### src/rtl/multiport_regfile_pkg.sv
// rtl/multiport_regfile_pkg.sv - shared register-file widths, types and address helper
package regfile_pkg;
   localparam int DATA_WIDTH     = 32;
   localparam int REG_ADDR_WIDTH = 5;

   typedef logic [DATA_WIDTH-1:0]     reg_data_t;
   typedef logic [REG_ADDR_WIDTH-1:0] reg_addr_t;

   function automatic logic addr_valid(int unsigned addr, int unsigned num_regs);
      return addr < num_regs;
   endfunction
endpackage

### src/rtl/multiport_regfile_if.sv
// rtl/multiport_regfile_if.sv - read, writeback and issue bundle of the multiport register file
interface multiport_regfile_if #(
   parameter int DATA_WIDTH = regfile_pkg::DATA_WIDTH,
   parameter int NUM_REGS   = 32,
   parameter int NUM_RD     = 2,
   parameter int NUM_WR     = 2
);
   localparam int AW = $clog2(NUM_REGS);

   logic [NUM_RD-1:0][AW-1:0]         rd_addr;
   logic [NUM_RD-1:0][DATA_WIDTH-1:0] rd_data;
   logic [NUM_RD-1:0]                 rd_busy;
   logic [NUM_WR-1:0]                 wr_en;
   logic [NUM_WR-1:0][AW-1:0]         wr_addr;
   logic [NUM_WR-1:0][DATA_WIDTH-1:0] wr_data;
   logic                              issue_en;
   logic [AW-1:0]                     issue_addr;
   logic [NUM_REGS-1:0]               pending;

   modport master (
      output rd_addr, wr_en, wr_addr, wr_data, issue_en, issue_addr,
      input  rd_data, rd_busy, pending
   );

   modport slave (
      input  rd_addr, wr_en, wr_addr, wr_data, issue_en, issue_addr,
      output rd_data, rd_busy, pending
   );
endinterface

### src/rtl/multiport_regfile_scoreboard.sv
// rtl/multiport_regfile_scoreboard.sv - pending-write scoreboard and per-read-port busy flags
module regfile_scoreboard
   import regfile_pkg::*;
#(
   parameter int NUM_REGS = 32,
   parameter int NUM_RD   = 2,
   parameter int NUM_WR   = 2,
   parameter bit ZERO_REG = 1'b1,
   parameter bit BYPASS   = 1'b1,
   parameter int AW       = $clog2(NUM_REGS)
) (
   input  logic                      clk,
   input  logic                      reset,
   input  logic [NUM_WR-1:0]         wr_en,
   input  logic [NUM_WR-1:0][AW-1:0] wr_addr,
   input  logic                      issue_en,
   input  logic [AW-1:0]             issue_addr,
   input  logic [NUM_RD-1:0][AW-1:0] rd_addr,
   output logic [NUM_RD-1:0]         rd_busy,
   output logic [NUM_REGS-1:0]       pending
);
   logic [NUM_RD-1:0] hit;

   function automatic logic tracked(logic [AW-1:0] addr);
      return addr_valid(32'(addr), NUM_REGS) && !(ZERO_REG && addr == '0);
   endfunction

   always_ff @(posedge clk or negedge reset) begin
      if (!reset) begin
         pending <= '0;
      end else begin
         for (int j = 0; j < NUM_WR; j++)
            if (wr_en[j] && tracked(wr_addr[j]))
               pending[wr_addr[j]] <= 1'b0;
         // applied last so a newly issued producer supersedes a same-cycle writeback
         if (issue_en && tracked(issue_addr))
            pending[issue_addr] <= 1'b1;
      end
   end

   always_comb begin
      rd_busy = '0;
      hit     = '0;
      for (int i = 0; i < NUM_RD; i++) begin
         for (int j = 0; j < NUM_WR; j++)
            if (wr_en[j] && wr_addr[j] == rd_addr[i])
               hit[i] = 1'b1;
         if (tracked(rd_addr[i]))
            rd_busy[i] = pending[rd_addr[i]] && !(BYPASS && hit[i]);
      end
   end
endmodule

### src/rtl/multiport_regfile.sv
// rtl/multiport_regfile.sv - N-read/M-write register file with bypass, zero register and scoreboard
module multiport_regfile
   import regfile_pkg::*;
#(
   parameter int DATA_WIDTH = regfile_pkg::DATA_WIDTH,
   parameter int NUM_REGS   = 32,
   parameter int NUM_RD     = 2,
   parameter int NUM_WR     = 2,
   parameter bit ZERO_REG   = 1'b1,
   parameter bit BYPASS     = 1'b1
) (
   input logic                clk,
   input logic                reset,
   multiport_regfile_if.slave bus
);
   localparam int AW = $clog2(NUM_REGS);

   logic [DATA_WIDTH-1:0] regs [NUM_REGS];

   function automatic logic storable(logic [AW-1:0] addr);
      return addr_valid(32'(addr), NUM_REGS) && !(ZERO_REG && addr == '0);
   endfunction

   always_ff @(posedge clk or negedge reset) begin
      if (!reset) begin
         for (int r = 0; r < NUM_REGS; r++)
            regs[r] <= '0;
      end else begin
         // later ports overwrite earlier ones, so the highest index wins a conflict
         for (int j = 0; j < NUM_WR; j++)
            if (bus.wr_en[j] && storable(bus.wr_addr[j]))
               regs[bus.wr_addr[j]] <= bus.wr_data[j];
      end
   end

   always_comb begin
      bus.rd_data = '0;
      for (int i = 0; i < NUM_RD; i++) begin
         if (storable(bus.rd_addr[i])) begin
            bus.rd_data[i] = regs[bus.rd_addr[i]];
            // forwarding is suppressed during reset so reads track the cleared array
            if (BYPASS && reset)
               for (int j = 0; j < NUM_WR; j++)
                  if (bus.wr_en[j] && bus.wr_addr[j] == bus.rd_addr[i])
                     bus.rd_data[i] = bus.wr_data[j];
         end
      end
   end

   regfile_scoreboard #(
      .NUM_REGS (NUM_REGS),
      .NUM_RD   (NUM_RD),
      .NUM_WR   (NUM_WR),
      .ZERO_REG (ZERO_REG),
      .BYPASS   (BYPASS)
   ) u_scoreboard (
      .clk        (clk),
      .reset      (reset),
      .wr_en      (bus.wr_en),
      .wr_addr    (bus.wr_addr),
      .issue_en   (bus.issue_en),
      .issue_addr (bus.issue_addr),
      .rd_addr    (bus.rd_addr),
      .rd_busy    (bus.rd_busy),
      .pending    (bus.pending)
   );
endmodule
### src/flat_wrapper.sv
// flat-port wrapper written by rule: the top's interface ports become plain ports
module multiport_regfile_flat import regfile_pkg::*;
#(
   parameter int DATA_WIDTH = regfile_pkg::DATA_WIDTH,
   parameter int NUM_REGS   = 32,
   parameter int NUM_RD     = 2,
   parameter int NUM_WR     = 2,
   parameter bit ZERO_REG   = 1'b1,
   parameter bit BYPASS     = 1'b1
)
  (clk, reset, bus_rd_addr, bus_wr_en, bus_wr_addr, bus_wr_data, bus_issue_en, bus_issue_addr, bus_rd_data, bus_rd_busy, bus_pending);
  multiport_regfile_if #(.DATA_WIDTH(DATA_WIDTH), .NUM_REGS(NUM_REGS), .NUM_RD(NUM_RD), .NUM_WR(NUM_WR)) bus_i ();
  input logic clk;
  input logic reset;
  input wire logic [$bits(bus_i.rd_addr)-1:0] bus_rd_addr;
  input wire logic [$bits(bus_i.wr_en)-1:0] bus_wr_en;
  input wire logic [$bits(bus_i.wr_addr)-1:0] bus_wr_addr;
  input wire logic [$bits(bus_i.wr_data)-1:0] bus_wr_data;
  input wire logic [$bits(bus_i.issue_en)-1:0] bus_issue_en;
  input wire logic [$bits(bus_i.issue_addr)-1:0] bus_issue_addr;
  output wire logic [$bits(bus_i.rd_data)-1:0] bus_rd_data;
  output wire logic [$bits(bus_i.rd_busy)-1:0] bus_rd_busy;
  output wire logic [$bits(bus_i.pending)-1:0] bus_pending;
  assign bus_i.rd_addr = bus_rd_addr;
  assign bus_i.wr_en = bus_wr_en;
  assign bus_i.wr_addr = bus_wr_addr;
  assign bus_i.wr_data = bus_wr_data;
  assign bus_i.issue_en = bus_issue_en;
  assign bus_i.issue_addr = bus_issue_addr;
  assign bus_rd_data = bus_i.rd_data;
  assign bus_rd_busy = bus_i.rd_busy;
  assign bus_pending = bus_i.pending;
  multiport_regfile #(.DATA_WIDTH(DATA_WIDTH), .NUM_REGS(NUM_REGS), .NUM_RD(NUM_RD), .NUM_WR(NUM_WR), .ZERO_REG(ZERO_REG), .BYPASS(BYPASS)) u_core (.clk(clk), .reset(reset), .bus(bus_i));
endmodule
### config.mk
export PLATFORM = sky130hd
export DESIGN_NAME = multiport_regfile_flat
export DESIGN_NICKNAME = d
export VERILOG_FILES = /design/src/rtl/multiport_regfile_pkg.sv /design/src/rtl/multiport_regfile_if.sv /design/src/rtl/multiport_regfile_scoreboard.sv /design/src/rtl/multiport_regfile.sv /design/src/flat_wrapper.sv
export SDC_FILE = /design/constraint.sdc
export NUM_CORES = 2
export LEC_CHECK = 0
export CAP_MARGIN = 25
export CORE_ASPECT_RATIO = 0.75
export CORE_MARGIN = 5
export CORE_UTILIZATION = 30
export DETAILED_ROUTE_END_ITERATION = 8
export PLACE_DENSITY = 0.49
export SKIP_LAST_GASP = 1
export SYNTH_ARGS = -nofsm -noshare
export SYNTH_HDL_FRONTEND = slang
export SYNTH_SLANG_ARGS = --single-unit
### constraint.sdc
create_clock -name clk -period 3.2 [get_ports clk]
set_input_delay 0.64 -clock clk [delete_from_list [all_inputs] [get_ports clk]]
set_output_delay 0.64 -clock clk [all_outputs]
set_load 0.005 [all_outputs]
==> results.json <==
{
  "timing.setup.tns_ns": -20.43,
  "synth.top_cell.area_share_pct": 38.3,
  "vias": 63800,
  "status": "finished with violations",
  "criticalPathCategory": "reg2out",
  "firstDrtPassIters": 6,
  "cts_buffers": 112,
  "antenna_found_initial": 19,
  "rsz0062_at_grt": "yes",
  "cts_tree": "built",
  "power_density_nw_per_um2": 547,
  "layout_common_cells": "dfrtp_1, mux2i_1, nor2_1, buf_4, a21oi_1",
  "grt_start_max_net_pins": 131,
  "slew_violations": 0,
  "wire_per_inst_um": 33.1,
  "max_slew_margin_pct": 36.6,
  "path_clk_slew_ns": 0.07,
  "num_rows": 152,
  "critPathLaunchType": "flip-flop",
  "final_antenna_net_count": 0,
  "clk_latency_ns": 0.76,
  "drive_gt1_share_pct": 34.3,
  "dp_cells": 10400,
  "worst_pin_slew_ns": 0.951,
  "die_h_um": 425,
  "total_power_uw": 50600,
  "post_dp_cell_area_um2": 82400,
  "synthToLayoutAreaGrowth_pct": 33.9,
  "final_common_cell": "dfrtp_1",
  "clkSinkCount": 1056,
  "skew_ns": 0,
  "yosysSeqAreaShare_pct": 38.3,
  "synthTopCellsByArea": "dfrtp_1, mux2i_1, mux4_2, mux2_2, nor2_1",
  "grt_pass1_wl_um": 493000,
  "grt_pass1_vias": 60900,
  "finalNonFillerCells": 10800,
  "synthFlopType": "dfrtp_1",
  "clock_path_buffers": 3,
  "overflow": 0,
  "path_max_fanout": 3,
  "die_area_um2": 240000,
  "worstSetupEndpointType": "primary output",
  "ys_types": 50,
  "required_ns": 2.56,
  "finalHoldViolCount": 0,
  "avgViaCountPerCell": 5.89,
  "p_leak_uw": 0.0405,
  "synthCells": 7010,
  "synth_warnings": 0,
  "syn_area_um2": 69000,
  "syn_nets": 7104,
  "period_needed_ns": 3.69,
  "setup_ws_ns": -0.493,
  "grt_usage_pct": 28.7,
  "root_buffer": "clkbuf_16",
  "dp_hpwl_um": 235000,
  "initial_core_util_pct": 30.2,
  "finalWirelength_um": 358000,
  "core_um2": 229000,
  "drt_iter0_markers": 9033,
  "violations": "setup timing",
  "synth_largest_area_cell": "dfrtp_1",
  "synth-edff-count": 0,
  "numPortBuffers": 191,
  "ir_drop_mv": 0.427,
  "synth-async-reset-ratio_pct": 100,
  "final_nets": 7745,
  "fmax_mhz": 271,
  "setup_viol": 66,
  "hold_path.class": "in2async",
  "gp_congestion": 0.934,
  "htree_levels": 3,
  "design_area_um2": 92400,
  "cts_hold_buf": 0,
  "synth_area_per_cell_um2": 9.84,
  "critPathArrivalTime_ns": 3.05,
  "drc": 0,
  "post-route-util_pct": 40.4,
  "drv_cap": 0,
  "fin_crit_sh_pct": 115,
  "die_x_um": 564,
  "synth.ff_latch_count": 1056,
  "io_pins": 192
}
metal layers:
metal	track usage, %	up-vias	share of wire (%)	wire length (µm)
li1	-	26700	-	-
met1	40.8	32300	42	151000
met2	39.4	4051	40	143000
met3	9.07	802	12	44200
met4	13.3	6	5.5	19600
met5	0	-	0.020	71
through the flow:
| stage | setup WS [ns] | hold WS [ns] |
|---|---|---|
| after floorplan | 0.196 | 0.344 |
| after global placement | -1.72 | 0.376 |
| after detailed placement | -1.41 | 0.378 |
| after CTS | -0.433 | 0.0806 |
| after global routing | -0.519 | 0.116 |
| final | -0.493 | 0.143 |
worst max-delay path, cell delays in order (launching register included):
cell and delay, ns:
dfrtp_1 0.40, mux4_2 0.50, mux2i_4 0.20, nor2_2 0.07
a2111oi_4 0.77, a211oi_2 0.18, buf_2 0.18
cells in the mapped netlist, types with 4 or more instances:
cell type / count
a2111oi_0: 39
a2111oi_1: 10
a2111oi_2: 15
a211oi_1: 103
a211oi_2: 27
a21oi_1: 612
a2bb2oi_1: 14
a32o_1: 16
and2_1: 6
and3_1: 12
buf_1: 63
buf_2: 202
buf_4: 23
buf_6: 19
clkbuf_1: 558
clkbuf_2: 17
dfrtp_1: 1056
inv_1: 9
mux2_2: 461
mux2i_1: 1100
mux4_2: 268
nand2_1: 467
nand2b_1: 14
nand3_1: 71
nor2_1: 832
nor2_2: 6
nor2b_1: 73
nor3_1: 69
nor4_1: 5
o2111a_1: 64
o21ai_0: 528
o22ai_1: 198
or2_1: 4
or3_1: 4
xnor2_1: 4
xor2_1: 16
repair_timing:
action	in CTS	in global routing
cloned	22	10
pin swaps	113	143
setup endpoints to repair	66	66
setup buffers	169	101
gates resized for setup	710	302
worst paths after layout:
check                                                         start                                       end  slack (ns)  depth (start not counted)
hold reg to reg                         u_core.regs[1011]$_DFF_PN0_               u_core.regs[1011]$_DFF_PN0_        0.39                          0
hold / removal                                                reset                u_core.regs[814]$_DFF_PN0_        0.14                          2
setup reg to reg           u_core.u_scoreboard.pending[3]$_DFF_PN0_  u_core.u_scoreboard.pending[3]$_DFF_PN0_        2.12                          2
min in group clk                        u_core.regs[1011]$_DFF_PN0_               u_core.regs[1011]$_DFF_PN0_        0.39                          0
setup / recovery                          u_core.regs[50]$_DFF_PN0_                           bus_rd_data[18]       -0.49                          6
max in group asynchronous                                     reset                u_core.regs[442]$_DFF_PN0_        1.10                          3
state kept, by name, summed over array words and instances, names as in the netlist:
name,flops
u_core.regs,1024
u_core.u_scoreboard.pending,32
cells by family (layout without fill, tap and decap cells):
kind of cell	count (synthesis)	count (layout)	share of synthesized area [%]
multiplexers	1829	1829	32.2
AO/OA/AOI/OAI	1632	1632	14.2
AND/OR/NAND/NOR	1582	1582	9.46
flip-flops	1056	1056	38.3
buffers and inverters	891	1629	5.58
XOR/XNOR	20	20	0.254
other	0	4	0
power breakdown:
part,internal [µW],switching (µW)
registers,16800,2840
clock network,8160,6390
logic,8860,7540
total,33800,16800
layout make-up:
cell class	count	area (µm²)
diodes	4	10.0
inverters	9	33.8
flip-flops and latches	1056	26400
clock buffers	159	3300
clock inverters	52	649
well taps	3080	3850
repair buffers	1409	16400
fillers	22000	136000
multi-input cells	5063	41700
No activity file was read; power rests on OpenSTA's default activity.
